===== config.mk =====
export PLATFORM = sky130hd
export DESIGN_NAME = lsu_requester
export DESIGN_NICKNAME = d
export VERILOG_FILES = /design/src/rtl/lsu_requester.sv
export SDC_FILE = /design/constraint.sdc
export NUM_CORES = 1
export LEC_CHECK = 0
export CAP_MARGIN = 40
export CORE_ASPECT_RATIO = 2
export CORE_MARGIN = 5
export CORE_UTILIZATION = 50
export DETAILED_ROUTE_END_ITERATION = 16
export HOLD_SLACK_MARGIN = 0.08
export PLACE_DENSITY = 0.92
export SLEW_MARGIN = 5
export SYNTH_ARGS = -nofsm -noshare
export SYNTH_HDL_FRONTEND = slang
export SYNTH_SLANG_ARGS = --single-unit

===== constraint.sdc =====
create_clock -name clk -period 3.32 [get_ports clk]
set_input_delay 0.664 -clock clk [delete_from_list [all_inputs] [get_ports clk]]
set_output_delay 0.664 -clock clk [all_outputs]
set_load 0.05 [all_outputs]

===== src/rtl/lsu_requester.sv =====
// Load/store requester: turns one M-stage access into one or two word-aligned
// memory beats, then merges and extends load data into a single response.
module lsu_requester #(
    parameter bit SPLIT_EN = 1'b1
) (
    input  logic        clk,
    input  logic        rst_n,
    input  logic        req_valid,
    output logic        req_ready,
    input  logic        req_we,
    input  logic [2:0]  req_size,
    input  logic [31:0] req_addr,
    input  logic [31:0] req_wdata,
    output logic        mem_req,
    input  logic        mem_gnt,
    output logic        mem_we,
    output logic [31:0] mem_addr,
    output logic [3:0]  mem_be,
    output logic [31:0] mem_wdata,
    input  logic        mem_rvalid,
    input  logic [31:0] mem_rdata,
    output logic        rsp_valid,
    output logic [31:0] rsp_rdata,
    output logic        rsp_err,
    output logic        busy
);

    typedef enum logic [2:0] {IDLE, REQ0, WAIT0, REQ1, WAIT1, RESP} state_t;

    state_t      state_q, state_d;
    logic        we_q, err_q, err_d;
    logic [2:0]  size_q;
    logic [31:0] addr_q, wdata_q;
    logic [31:0] b0_q, b0_d, b1_q, b1_d, rdata_q, rdata_d;

    function automatic logic [2:0] nbytes_f(input logic [2:0] sz);
        case (sz[1:0])
            2'b00:   return 3'd1;
            2'b01:   return 3'd2;
            default: return 3'd4;
        endcase
    endfunction

    function automatic logic cross_f(input logic [2:0] sz, input logic [1:0] off);
        return ({1'b0, off} + nbytes_f(sz)) > 3'd4;
    endfunction

    logic       acc_err, cross_q;
    logic [1:0] off_q;
    logic [3:0] mask4;
    logic [7:0] mask8;
    logic [63:0] data64, sh64;
    logic [31:0] ext;

    assign acc_err = (req_size == 3'b011) || (req_size == 3'b110) || (req_size == 3'b111)
                   || (req_we && req_size[2])
                   || (!SPLIT_EN && cross_f(req_size, req_addr[1:0]));

    assign off_q   = addr_q[1:0];
    assign cross_q = cross_f(size_q, off_q);
    assign mask4   = (size_q[1:0] == 2'b00) ? 4'b0001 :
                     (size_q[1:0] == 2'b01) ? 4'b0011 : 4'b1111;
    assign mask8   = {4'b0000, mask4} << off_q;
    assign data64  = {32'h0, wdata_q} << {off_q, 3'b000};

    // Beat words are concatenated so a crossing load shifts as one 64-bit value.
    assign sh64 = {b1_d, b0_d} >> {off_q, 3'b000};
    always_comb begin
        case (size_q)
            3'b000:  ext = {{24{sh64[7]}}, sh64[7:0]};
            3'b001:  ext = {{16{sh64[15]}}, sh64[15:0]};
            3'b100:  ext = {24'h0, sh64[7:0]};
            3'b101:  ext = {16'h0, sh64[15:0]};
            default: ext = sh64[31:0];
        endcase
    end

    always_ff @(posedge clk) begin
        if (!rst_n) begin
            state_q <= IDLE;
            we_q    <= 1'b0;
            size_q  <= 3'b0;
            addr_q  <= 32'h0;
            wdata_q <= 32'h0;
            err_q   <= 1'b0;
            b0_q    <= 32'h0;
            b1_q    <= 32'h0;
            rdata_q <= 32'h0;
        end else begin
            state_q <= state_d;
            err_q   <= err_d;
            b0_q    <= b0_d;
            b1_q    <= b1_d;
            rdata_q <= rdata_d;
            if (state_q == IDLE && req_valid) begin
                we_q    <= req_we;
                size_q  <= req_size;
                addr_q  <= req_addr;
                wdata_q <= req_wdata;
            end
        end
    end

    always_comb begin
        state_d = state_q;
        err_d   = err_q;
        b0_d    = b0_q;
        b1_d    = b1_q;
        case (state_q)
            IDLE: if (req_valid) begin
                state_d = acc_err ? RESP : REQ0;
                err_d   = acc_err;
            end
            REQ0: if (mem_gnt)
                state_d = !we_q ? WAIT0 : (cross_q ? REQ1 : RESP);
            WAIT0: if (mem_rvalid) begin
                b0_d    = mem_rdata;
                state_d = cross_q ? REQ1 : RESP;
            end
            REQ1: if (mem_gnt)
                state_d = we_q ? RESP : WAIT1;
            WAIT1: if (mem_rvalid) begin
                b1_d    = mem_rdata;
                state_d = RESP;
            end
            RESP:    state_d = IDLE;
            default: state_d = IDLE;
        endcase
        rdata_d = rdata_q;
        if (state_d == RESP && state_q != RESP)
            rdata_d = (we_q || err_d) ? 32'h0 : ext;
    end

    always_comb begin
        req_ready = (state_q == IDLE);
        busy      = (state_q != IDLE);
        mem_req   = (state_q == REQ0) || (state_q == REQ1);
        mem_we    = 1'b0;
        mem_addr  = 32'h0;
        mem_be    = 4'b0;
        mem_wdata = 32'h0;
        if (state_q == REQ0) begin
            mem_we    = we_q;
            mem_addr  = {addr_q[31:2], 2'b00};
            mem_be    = mask8[3:0];
            mem_wdata = data64[31:0];
        end else if (state_q == REQ1) begin
            mem_we    = we_q;
            mem_addr  = {addr_q[31:2], 2'b00} + 32'd4;
            mem_be    = mask8[7:4];
            mem_wdata = data64[63:32];
        end
        rsp_valid = (state_q == RESP);
        rsp_err   = (state_q == RESP) && err_q;
        rsp_rdata = rdata_q;
    end

endmodule


==> summary.md <==
| Metric | Value |
|---|---|
| Share of the synthesized netlist area taken by xor and xnor gates | 2.92% |
| Area growth syn-to-layout | 42.9% |
| Synth Instances | 1016 |
| Clock network power share | 36.2% |
| Count of unique library cells instantiated by Yosys | 54 |
| Post-synthesis sequential element count | 160 |
| Clock latency reported for the late side of the worst-skew pair | 0.43 ns |
| Period utilisation layout | 97.2% |
| Fin. max-slew vios | 0 |
| Number of placement rows | 67 |
| Worst hold path cell count | 2 |
| Multiplexer fraction of the synthesized cell area | 17.6% |
| Detailed Place HPWL | 20800 µm |
| Sequential cell fraction of total power | 38.4% |
| P_leak | 4.30 nW |
| Number of global-route vias before repair | 8379 |
| Endpoint of the most critical register-to-register path | rsp_rdata[31] |
| Final hold viol count | 0 |
| Initial antenna violation count | 4 |
| Routed Antenna Nets | 0 |
| Placeable core area | 0.0167 mm² |
| Post-synth design cell area | 0.00840 mm² |
| Met2 track demand over resource in global routing | 52.0% |
| Clock transition at the registers of the reported paths | 0.08 ns |
| Post-route minimum period | 3.23 ns |
| CP Capture Type | output pin |
| Post-detailed-placement cell area | 0.0113 mm² |
| Pin count of the biggest net entering global routing | 58 |
| Fraction of final layout cells with drive strength greater than 1 | 16.7% |
| Total number of clock tree sinks | 160 |
| First-pass GRT wire length | 44900 µm |
| Async set-or-reset flop fraction in the synthesized netlist | 0% |
| Post-route DRC | 0 |
| Die Span X | 102 µm |
| Measured slew at the worst slew-check pin | 0.777 ns |
| Vias per Instance | 6.01 |
| R2R Path Start | size_q[0] |
| Clock H-tree levels | 4 |
| Most Crowded Layer GR | met2 |
| Clock tree root driver cell | sky130_fd_sc_hd__clkbuf_16 |
| Switching pwr | 1.93 mW |
| Combinational fraction of design power | 25.4% |
| YS warnings | 0 |
| Global routing usage summed across all routing layers | 29.3% |
| Area share of the largest cell type after synthesis | 38.1% |
| Dominant register cell in the synthesized netlist | sky130_fd_sc_hd__dfxtp_1 |
| Number of placed instances, taps included | 1384 |
| Startpoint kind of the worst setup timing path | flop |
| Part of the Yosys area used for sequential elements | 38.1% |
| Type of the worst min-delay path | flop to flop |
| Adder-cell share of the synthesized area | 0.536% |
| Inserted Clock Buffers | 17 |
| Mean area per synthesized cell | 8.27 µm² |
| Internal Dissipation | 3.64 mW |
| WP data required | 2.66 ns |
| Cell area power density | 464 mW/mm² |
| Switching Share | 34.6% |
| Total die area | 0.0197 mm² |
| CTS tree | done |
| Area of all placed cells without fillers | 0.0120 mm² |
| Number of cells on the worst reg-to-reg path | 12 |
| Biggest area consumer among synthesized cells | sky130_fd_sc_hd__dfxtp_1 |
| Number of I/O pins | 211 |
| Maximum capacitance violations | 0 |
| Beginning of the worst hold path | rsp_rdata[5] |
| Flop2flop setup slack | 0.21 ns |
| Most used standard cell by instance count after synthesis | sky130_fd_sc_hd__nand2_1 |
| Most frequent cells after synthesis | sky130_fd_sc_hd__nand2_1, sky130_fd_sc_hd__dfxtp_1, sky130_fd_sc_hd__nor2_1, sky130_fd_sc_hd__a21oi_1, sky130_fd_sc_hd__mux2i_1 |
| WP data arrival | 2.56 ns |
| Total number of vias | 8553 |
| Maximum clock frequency | 310 MHz |
| Critical path launch point | addr_q[5] |
| Average detailed-routed wire length per instance | 20.7 µm |
| Post-cts hold buffer count | 0 |
| Starting Density | 50.4% |
| Total number of nets in the final design | 1306 |
| Main area contributors after synthesis | sky130_fd_sc_hd__dfxtp_1, sky130_fd_sc_hd__mux2i_1, sky130_fd_sc_hd__nand2_1, sky130_fd_sc_hd__nor2_1, sky130_fd_sc_hd__a21oi_1 |
| Post-Synth Simple-Gate Area | 21.2% |
| Port-buffer cells | 208 |
| Final global-route overflow total | 0 |
| Worst hold endpoint | rsp_rdata[5] |
| Max transition margin | 46.8% |
| Placer Congestion | 0.938 |
| Layout Cells excl Fill | 1422 |
| Result of the run | completed |
| Met3 Usage GRT | 5.23% |
| Initial DRT Pass Iterations | 6 |
| Setup clock skew after layout | 0.0121 ns |
| Compound-Gate Fraction of Synth Area | 14.7% |
| Classification of the worst setup path | flop to output pin |
| Met1 routing resource usage after global routing | 31.1% |
| Worst ir drop on vdd | 0.360 mV |
| Count of final setup violators | 0 |
| Detailed-route wire length | 29500 µm |
| Maximum fanout along the worst path | 6 |
| Longest Clk Path Bufs | 2 |
| Largest family of logic cells by synthesized area | simple AND/OR/NAND/NOR gates |
| Worst hold margin | 0.458 ns |
| Chip Height | 193 µm |
| First-iteration detailed-routing DRC count | 679 |
| Post-synth EDFFs | 0 |
==> cell families after synthesis <==
kind of cell / count (synthesis)
flip-flops: 160
buffers and inverters: 95
AO/OA/AOI/OAI: 194
adder cells (fa/ha/maj): 3
other: 1
AND/OR/NAND/NOR: 411
XOR/XNOR: 28
multiplexers: 124
==> metal layers <==
metal  part of all wire [%]  vias to the layer above
met5                      0                        -
met4                    6.7                        0
met3                    7.2                      129
met2                     53                      491
met1                     33                     4024
li1                       -                     3909
==> registers in the layout, indices dropped and copies added, names as in the netlist <==
register and cells:
addr_q 32, b0_q 32, rsp_rdata 32, wdata_q 32, b1_q 24, size_q 3, state_q 3, err_q 1
we_q 1
==> critical path, stage by stage (launching register included) <==
cell,delay [ns]
sky130_fd_sc_hd__dfxtp_1,0.41
sky130_fd_sc_hd__and4_1,0.30
sky130_fd_sc_hd__nand4_1,0.14
sky130_fd_sc_hd__buf_4,0.20
sky130_fd_sc_hd__nor4_2,0.37
sky130_fd_sc_hd__nand2_1,0.11
sky130_fd_sc_hd__or3_1,0.33
sky130_fd_sc_hd__nand2_1,0.13
sky130_fd_sc_hd__buf_12,0.15
==> what timing repair did <==
item	in CTS	in global routing
buffers inserted	0	2
endpoints found under the setup margin	7	40
gates resized for setup	3	10
pin swaps	0	1
cloned	0	0
hold endpoints to repair	0	0
==> through the flow <==
| stage | TNS (ns) | total power, mW | utilization, % | setup slack (ns) |
|---|---|---|---|---|
| 2_1_floorplan | 0 | 2.99 | - | 0.111 |
| 3_3_place_gp | 0 | 3.51 | 67.6 | 0.0436 |
| 3_5_place_dp | -0.0160 | 3.55 | 67.6 | -0.0127 |
| 4_1_cts | 0 | 5.55 | 71.5 | 0.00521 |
| 5_1_grt | -0.101 | 5.76 | 72.0 | -0.0535 |
| 6_report | 0 | 5.57 | 72.0 | 0.0935 |
==> area by class of cell <==
type                            count  area, µm²
Tap cell                          207        259
Timing Repair Buffer              244       2980
Clock inverter                     15        209
Multi-Input combinational cell    762       4860
Antenna cell                        4       10.0
Fill cell                        1128       4680
Sequential cell                   160       3210
Clock buffer                       17        425
Inverter                           13       51.3
==> how the worst max path moves through the flow <==
stage	end	depth (start not counted)
CTS	mem_addr[30]	7
global placement	rsp_rdata[8]	7
detailed placement	rsp_rdata[17]	7
floorplan	mem_be[1]	6
global route	mem_addr[26]	8
finish	mem_addr[30]	8
==> cell usage in the layout (no fill, tap or decap), types with 4 or more instances in the layout <==
cell type / count
sky130_fd_sc_hd__clkdlybuf4s50_1: 140
sky130_fd_sc_hd__buf_4: 40
sky130_fd_sc_hd__xor2_1: 20
sky130_fd_sc_hd__xnor2_1: 8
sky130_fd_sc_hd__dfxtp_1: 158
sky130_fd_sc_hd__o22ai_1: 9
sky130_fd_sc_hd__mux2_2: 28
sky130_fd_sc_hd__nand4_1: 8
sky130_fd_sc_hd__inv_1: 11
sky130_fd_sc_hd__nand3b_1: 4
sky130_fd_sc_hd__nor2_1: 126
sky130_fd_sc_hd__clkinv_8: 8
sky130_fd_sc_hd__buf_12: 64
sky130_fd_sc_hd__a21oi_1: 95
sky130_fd_sc_hd__clkbuf_16: 17
sky130_fd_sc_hd__a22oi_1: 10
sky130_fd_sc_hd__and3_1: 11
sky130_fd_sc_hd__a221oi_1: 15
sky130_fd_sc_hd__a32o_1: 8
sky130_fd_sc_hd__nand3_1: 13
sky130_fd_sc_hd__nand2b_1: 10
sky130_fd_sc_hd__mux4_2: 16
sky130_fd_sc_hd__o21ai_0: 15
sky130_fd_sc_hd__nand2_1: 199
sky130_fd_sc_hd__a22o_1: 9
sky130_fd_sc_hd__o21ai_1: 8
sky130_fd_sc_hd__a32oi_1: 16
sky130_fd_sc_hd__mux2i_1: 79
sky130_fd_sc_hd__and2_1: 11
sky130_fd_sc_hd__or3_1: 5
sky130_fd_sc_hd__diode_2: 4
==> power groups by stage <==
stage / clock [mW] / combinational, mW / sequential, mW
after detailed placement: 0 / 1.38 / 2.17
after global placement: 0 / 1.35 / 2.16
after floorplan: 0 / 0.815 / 2.18
final: 2.01 / 1.42 / 2.14
after global routing: 2.11 / 1.50 / 2.15
after CTS: 2.03 / 1.39 / 2.13
(Power assumes the default switching activity.)
